File: config.mk
export PLATFORM = sky130hd
export DESIGN_NAME = serial_add_sub
export DESIGN_NICKNAME = d
export VERILOG_FILES = /design/src/rtl/serial_add_sub.sv
export SDC_FILE = /design/constraint.sdc
export NUM_CORES = 1
export LEC_CHECK = 0
export ABC_AREA = 1
export CORE_AREA = 4 4 68 70
export DETAILED_ROUTE_END_ITERATION = 8
export DIE_AREA = 0 0 72 74
export MAX_ROUTING_LAYER = met4
export PLACE_DENSITY = 0.7
export SYNTH_ARGS = -nofsm -noshare
export SYNTH_HDL_FRONTEND = slang
export SYNTH_SLANG_ARGS = --single-unit
File: constraint.sdc
create_clock -name clk -period 2.9 [get_ports clk]
set_clock_uncertainty 0.05 [all_clocks]
set_input_delay 0.58 -clock clk [delete_from_list [all_inputs] [get_ports clk]]
set_output_delay 0.58 -clock clk [all_outputs]
set_load 0.05 [all_outputs]
File: src/rtl/serial_add_sub.sv
// Multi-cycle two's-complement adder/subtractor: adds SLICE bits per clock, LSB first,
// reporting carry-out and signed overflow with optional saturation of the result.
module serial_add_sub #(
  parameter int WIDTH = 8,
  parameter int SLICE = 4
) (
  input  logic             clk,
  input  logic             rst_n,
  input  logic             start,
  input  logic             op,
  input  logic             sat,
  input  logic [WIDTH-1:0] A,
  input  logic [WIDTH-1:0] B,
  output logic             busy,
  output logic             done,
  output logic [WIDTH-1:0] Sum,
  output logic             carry,
  output logic             overflow
);

  localparam int N  = WIDTH / SLICE;
  localparam int CW = (N > 1) ? $clog2(N) : 1;

  typedef enum logic {IDLE, RUN} state_t;

  state_t            state_reg, state_next;
  logic [CW-1:0]     cnt_reg, cnt_next;
  logic [WIDTH-1:0]  a_reg, a_next;
  logic [WIDTH-1:0]  b_reg, b_next;
  logic [WIDTH-1:0]  res_reg, res_next;
  logic              c_reg, c_next;
  logic              sat_reg, sat_next;
  logic [WIDTH-1:0]  sum_reg, sum_next;
  logic              carry_reg, carry_next;
  logic              ov_reg, ov_next;
  logic              done_reg, done_next;

  logic [SLICE-1:0]  a_cur, b_cur;
  logic [SLICE:0]    slice_sum;
  logic [WIDTH-1:0]  raw;
  logic              ov;
  logic [WIDTH-1:0]  sat_val;

  always_ff @(posedge clk or negedge rst_n) begin
    if (!rst_n) begin
      state_reg <= IDLE;
      cnt_reg   <= '0;
      a_reg     <= '0;
      b_reg     <= '0;
      res_reg   <= '0;
      c_reg     <= 1'b0;
      sat_reg   <= 1'b0;
      sum_reg   <= '0;
      carry_reg <= 1'b0;
      ov_reg    <= 1'b0;
      done_reg  <= 1'b0;
    end else begin
      state_reg <= state_next;
      cnt_reg   <= cnt_next;
      a_reg     <= a_next;
      b_reg     <= b_next;
      res_reg   <= res_next;
      c_reg     <= c_next;
      sat_reg   <= sat_next;
      sum_reg   <= sum_next;
      carry_reg <= carry_next;
      ov_reg    <= ov_next;
      done_reg  <= done_next;
    end
  end

  always_comb begin
    state_next = state_reg;
    cnt_next   = cnt_reg;
    a_next     = a_reg;
    b_next     = b_reg;
    res_next   = res_reg;
    c_next     = c_reg;
    sat_next   = sat_reg;
    sum_next   = sum_reg;
    carry_next = carry_reg;
    ov_next    = ov_reg;
    done_next  = 1'b0;

    // Slice selected by the counter; mux form avoids a zero-width index when N = 1.
    a_cur = '0;
    b_cur = '0;
    for (int i = 0; i < N; i++) begin
      if (cnt_reg == CW'(i)) begin
        a_cur = a_reg[i*SLICE +: SLICE];
        b_cur = b_reg[i*SLICE +: SLICE];
      end
    end
    slice_sum = {1'b0, a_cur} + {1'b0, b_cur} + (SLICE+1)'(c_reg);

    raw = res_reg;
    for (int i = 0; i < N; i++) begin
      if (cnt_reg == CW'(i)) raw[i*SLICE +: SLICE] = slice_sum[SLICE-1:0];
    end

    ov      = (a_reg[WIDTH-1] == b_reg[WIDTH-1]) && (raw[WIDTH-1] != a_reg[WIDTH-1]);
    sat_val = a_reg[WIDTH-1] ? {1'b1, {(WIDTH-1){1'b0}}} : {1'b0, {(WIDTH-1){1'b1}}};

    case (state_reg)
      IDLE: begin
        if (start) begin
          a_next     = A;
          b_next     = op ? ~B : B;
          c_next     = op;
          sat_next   = sat;
          cnt_next   = '0;
          state_next = RUN;
        end
      end
      RUN: begin
        res_next = raw;
        c_next   = slice_sum[SLICE];
        if (cnt_reg == CW'(N-1)) begin
          cnt_next   = '0;
          state_next = IDLE;
          done_next  = 1'b1;
          carry_next = slice_sum[SLICE];
          ov_next    = ov;
          sum_next   = (sat_reg && ov) ? sat_val : raw;
        end else begin
          cnt_next = cnt_reg + CW'(1);
        end
      end
      default: state_next = IDLE;
    endcase
  end

  assign busy     = (state_reg == RUN);
  assign done     = done_reg;
  assign Sum      = sum_reg;
  assign carry    = carry_reg;
  assign overflow = ov_reg;

endmodule

==> results.sh <==
export IMPL_outcome="completed"
export IMPL_ys_ff_latch=39
export IMPL_cts_sinks=39
export IMPL_timing_rr_end="Sum[6]"
export IMPL_setup_viol=0
export IMPL_clock_power_share=0.110
export IMPL_p_switching_mw=1.544
export IMPL_antenna_found_initial=0
export IMPL_switching_share=0.4849
export IMPL_cts_setup_buffers=0
export IMPL_ir_drop_mv=0.4318
export IMPL_pre_cts_ws_ps=716.8
export IMPL_synth_top_family_by_area="simple AND/OR/NAND/NOR gates"
export IMPL_synth_seq_area_share=0.4984
export IMPL_syn_nets=261
export IMPL_path_class="flop to primary output"
export IMPL_wl_um=3719
export IMPL_grt_max_degree=40
export IMPL_overflow=0
export IMPL_initial_utilization=0.4931
export IMPL_finalSetupTns_ps=0
export IMPL_synth_xor_area_frac=0.04026
export IMPL_cts_root_buf="clkbuf_8"
export IMPL_synthMuxAreaShare=0
export IMPL_cpPeakStageDelay_ps=840
export IMPL_p_per_area_nw_per_um2=1337
export IMPL_drv_cap=0
export IMPL_grt_pass1_vias=1548
export IMPL_synth_area_um2=1958
export IMPL_hp_class="input pin to asynchronous set/reset pin"
export IMPL_path_buf_inv=1
export IMPL_synth_fa_ha_area_frac=0.03962
export IMPL_p_seq_frac=0.306
export IMPL_cp_arrival_ps=1580
export IMPL_syn_to_final_growth_pct=21.66
export IMPL_cp_startpoint="busy"
export IMPL_ios=33
export IMPL_clock_latency_ps=290
export IMPL_io_buffers=32
export IMPL_ant_nets=0
export IMPL_dr_total_vias=1552
export IMPL_via_per_inst=4.850
export IMPL_cp_required_ps=2270
export IMPL_dpl_hpwl_um=2803
export IMPL_nets=295
export IMPL_core_um2=3971
export IMPL_cts_max_path_buffers=2
export IMPL_wl_per_cell_um=11.62
export IMPL_cp_end_kind="primary output"
export IMPL_grt_pass1_wl_um=6748
export IMPL_rsz0062_at_grt="no"
export IMPL_rr_worst_depth=8
export IMPL_cp_cell_sequence="clkdlybuf4s50_1"
export IMPL_finalCritPeriodShare=0.7616
export IMPL_synth_ff_type="dfrtp_1"
export IMPL_fp_row_count=23
export IMPL_grt_total_usage=0.1670
export IMPL_drt_pass1_iterations=4
export IMPL_cts_buffers=5
export IMPL_finalWeightedCongestion=0.8286
export IMPL_fin_crit_ps=2209
export IMPL_rrSetupSlack_ps=710
export IMPL_synthArstFlopShare=1.000
export IMPL_tritoncts="built"
export IMPL_cts_resized=0
export IMPL_synth_compound_area_frac=0.1042
export IMPL_start_kind="flop"
export IMPL_r2r_start="cnt_reg"
export IMPL_clk_transition_reported_paths_ps=80
export IMPL_relSlewSlack=0.4310
export IMPL_pwr_share_comb=0.584
export IMPL_cp_slowest_cell="clkdlybuf4s50_1"
export IMPL_htreeDepth=2
export IMPL_fillCellCount=394
export IMPL_die_h_um=74
export IMPL_syn_inst=235
export IMPL_internal_power_mw=1.640
export IMPL_hold_viol_final=0
export IMPL_drcViolationCount=0
export IMPL_die_x_um=72
export IMPL_synth_distinct_cells=22
export IMPL_p_leak_nw=1.153
export IMPL_layout_setup_ws_ps=691.4
export IMPL_drive_gt1_frac=0.08519
export IMPL_yosys_area_share_simple=0.2543
export IMPL_yosysWarningCount=0
export IMPL_cts_hold_buf=0
export IMPL_worst_pin_slew_ps=853.4
export IMPL_cp_top_family="buffers and inverters"
export IMPL_maxSlewViolCount=0
export IMPL_drt_iter0_drc=136
export IMPL_postSynthAreaPerCell_um2=8.332
export IMPL_synth_edf_count=0
export IMPL_n_antenna_cell=0
export IMPL_path_max_fanout=6
export IMPL_die_area_um2=5328
export IMPL_timing_fmax_mhz=452.8
layer usage:
metal | global-route usage | up-vias | wire length, µm
li1 | - | 811 | -
met1 | 0.1889 | 701 | 1659
met2 | 0.2969 | 35 | 1827
met3 | 0.03243 | 5 | 181
met4 | 0.05637 | 0 | 50
met5 | - | - | 0
through the flow:
step,instances,hold slack (ps),utilization,power [mW],instance area (µm²)
final,320,341.9,0.5999,3.185,2382
after global routing,320,420.0,0.5999,3.513,2382
after CTS,320,375.1,0.5999,3.221,2382
after detailed placement,312,410.2,0.5788,2.857,2298
after global placement,312,409.4,0.5788,2.806,2298
after floorplan,235,234.4,-,2.401,1958
cell type report:
type / count / area (µm²) / share of cell area
multi-input combinational: 172 / 858.3 / 0.3603
sequential: 39 / 975.9 / 0.4097
clock inverter: 3 / 15.01 / 0.006303
inverter: 15 / 56.30 / 0.02363
timing repair buffer: 36 / 345.3 / 0.1450
tap: 50 / 62.56 / 0.02626
clock buffer: 5 / 68.82 / 0.02889
how the worst max path moves through the flow:
| stage | slack [ps] | endpoint | cells after the start |
|---|---|---|---|
| after floorplan | 630 | Sum[2] | 10 |
| after global placement | 780 | Sum[6] | 8 |
| after detailed placement | 720 | Sum[6] | 8 |
| after CTS | 680 | busy | 1 |
| after global routing | 530 | Sum[7] | 13 |
| final | 690 | busy | 1 |
power by group through the flow:
stage                     logic, mW  registers [mW]  clock network (mW)
after floorplan                1.17            1.24                   0
after global placement         1.83           0.975                   0
after detailed placement       1.87           0.986                   0
after CTS                      1.88           0.976               0.366
after global routing           2.11            1.01               0.385
final                          1.86           0.974               0.351
kinds of logic after synthesis:
family,count (synthesis)
simple gates,118
fa+ha+maj,5
buf+inv,24
flops,39
compound gates,40
xor+xnor,9
Yosys cell counts (2+ instances only):
cell	instances	area, µm²
nand2_1	90	337.8
dfrtp_1	39	975.9
o21ai_0	29	145.1
inv_1	14	52.55
nor2_1	13	48.80
a21oi_1	9	45.04
xnor2_1	9	78.83
nand3_1	5	25.02
nand3_2	5	50.05
clkbuf_1	4	15.01
buf_6	3	33.78
ha_1	3	37.54
fa_1	2	40.04
nand2_2	2	12.51
cell usage in the layout (no fill, tap or decap):
master	n
clkbuf_8	5
nor2_1	13
nand3_2	5
a21oi_1	9
inv_1	14
fa_1	2
ha_1	3
inv_2	1
clkdlybuf4s50_1	31
a31oi_1	1
or2_2	1
nand2_1	90
o21ai_0	29
xnor2_1	9
nand2_4	1
nand2_2	2
nand4_1	1
dfrtp_1	39
buf_4	4
clkinv_2	3
nand3_1	5
o21bai_1	1
buf_2	1
No activity file was read; power rests on OpenSTA's default activity.
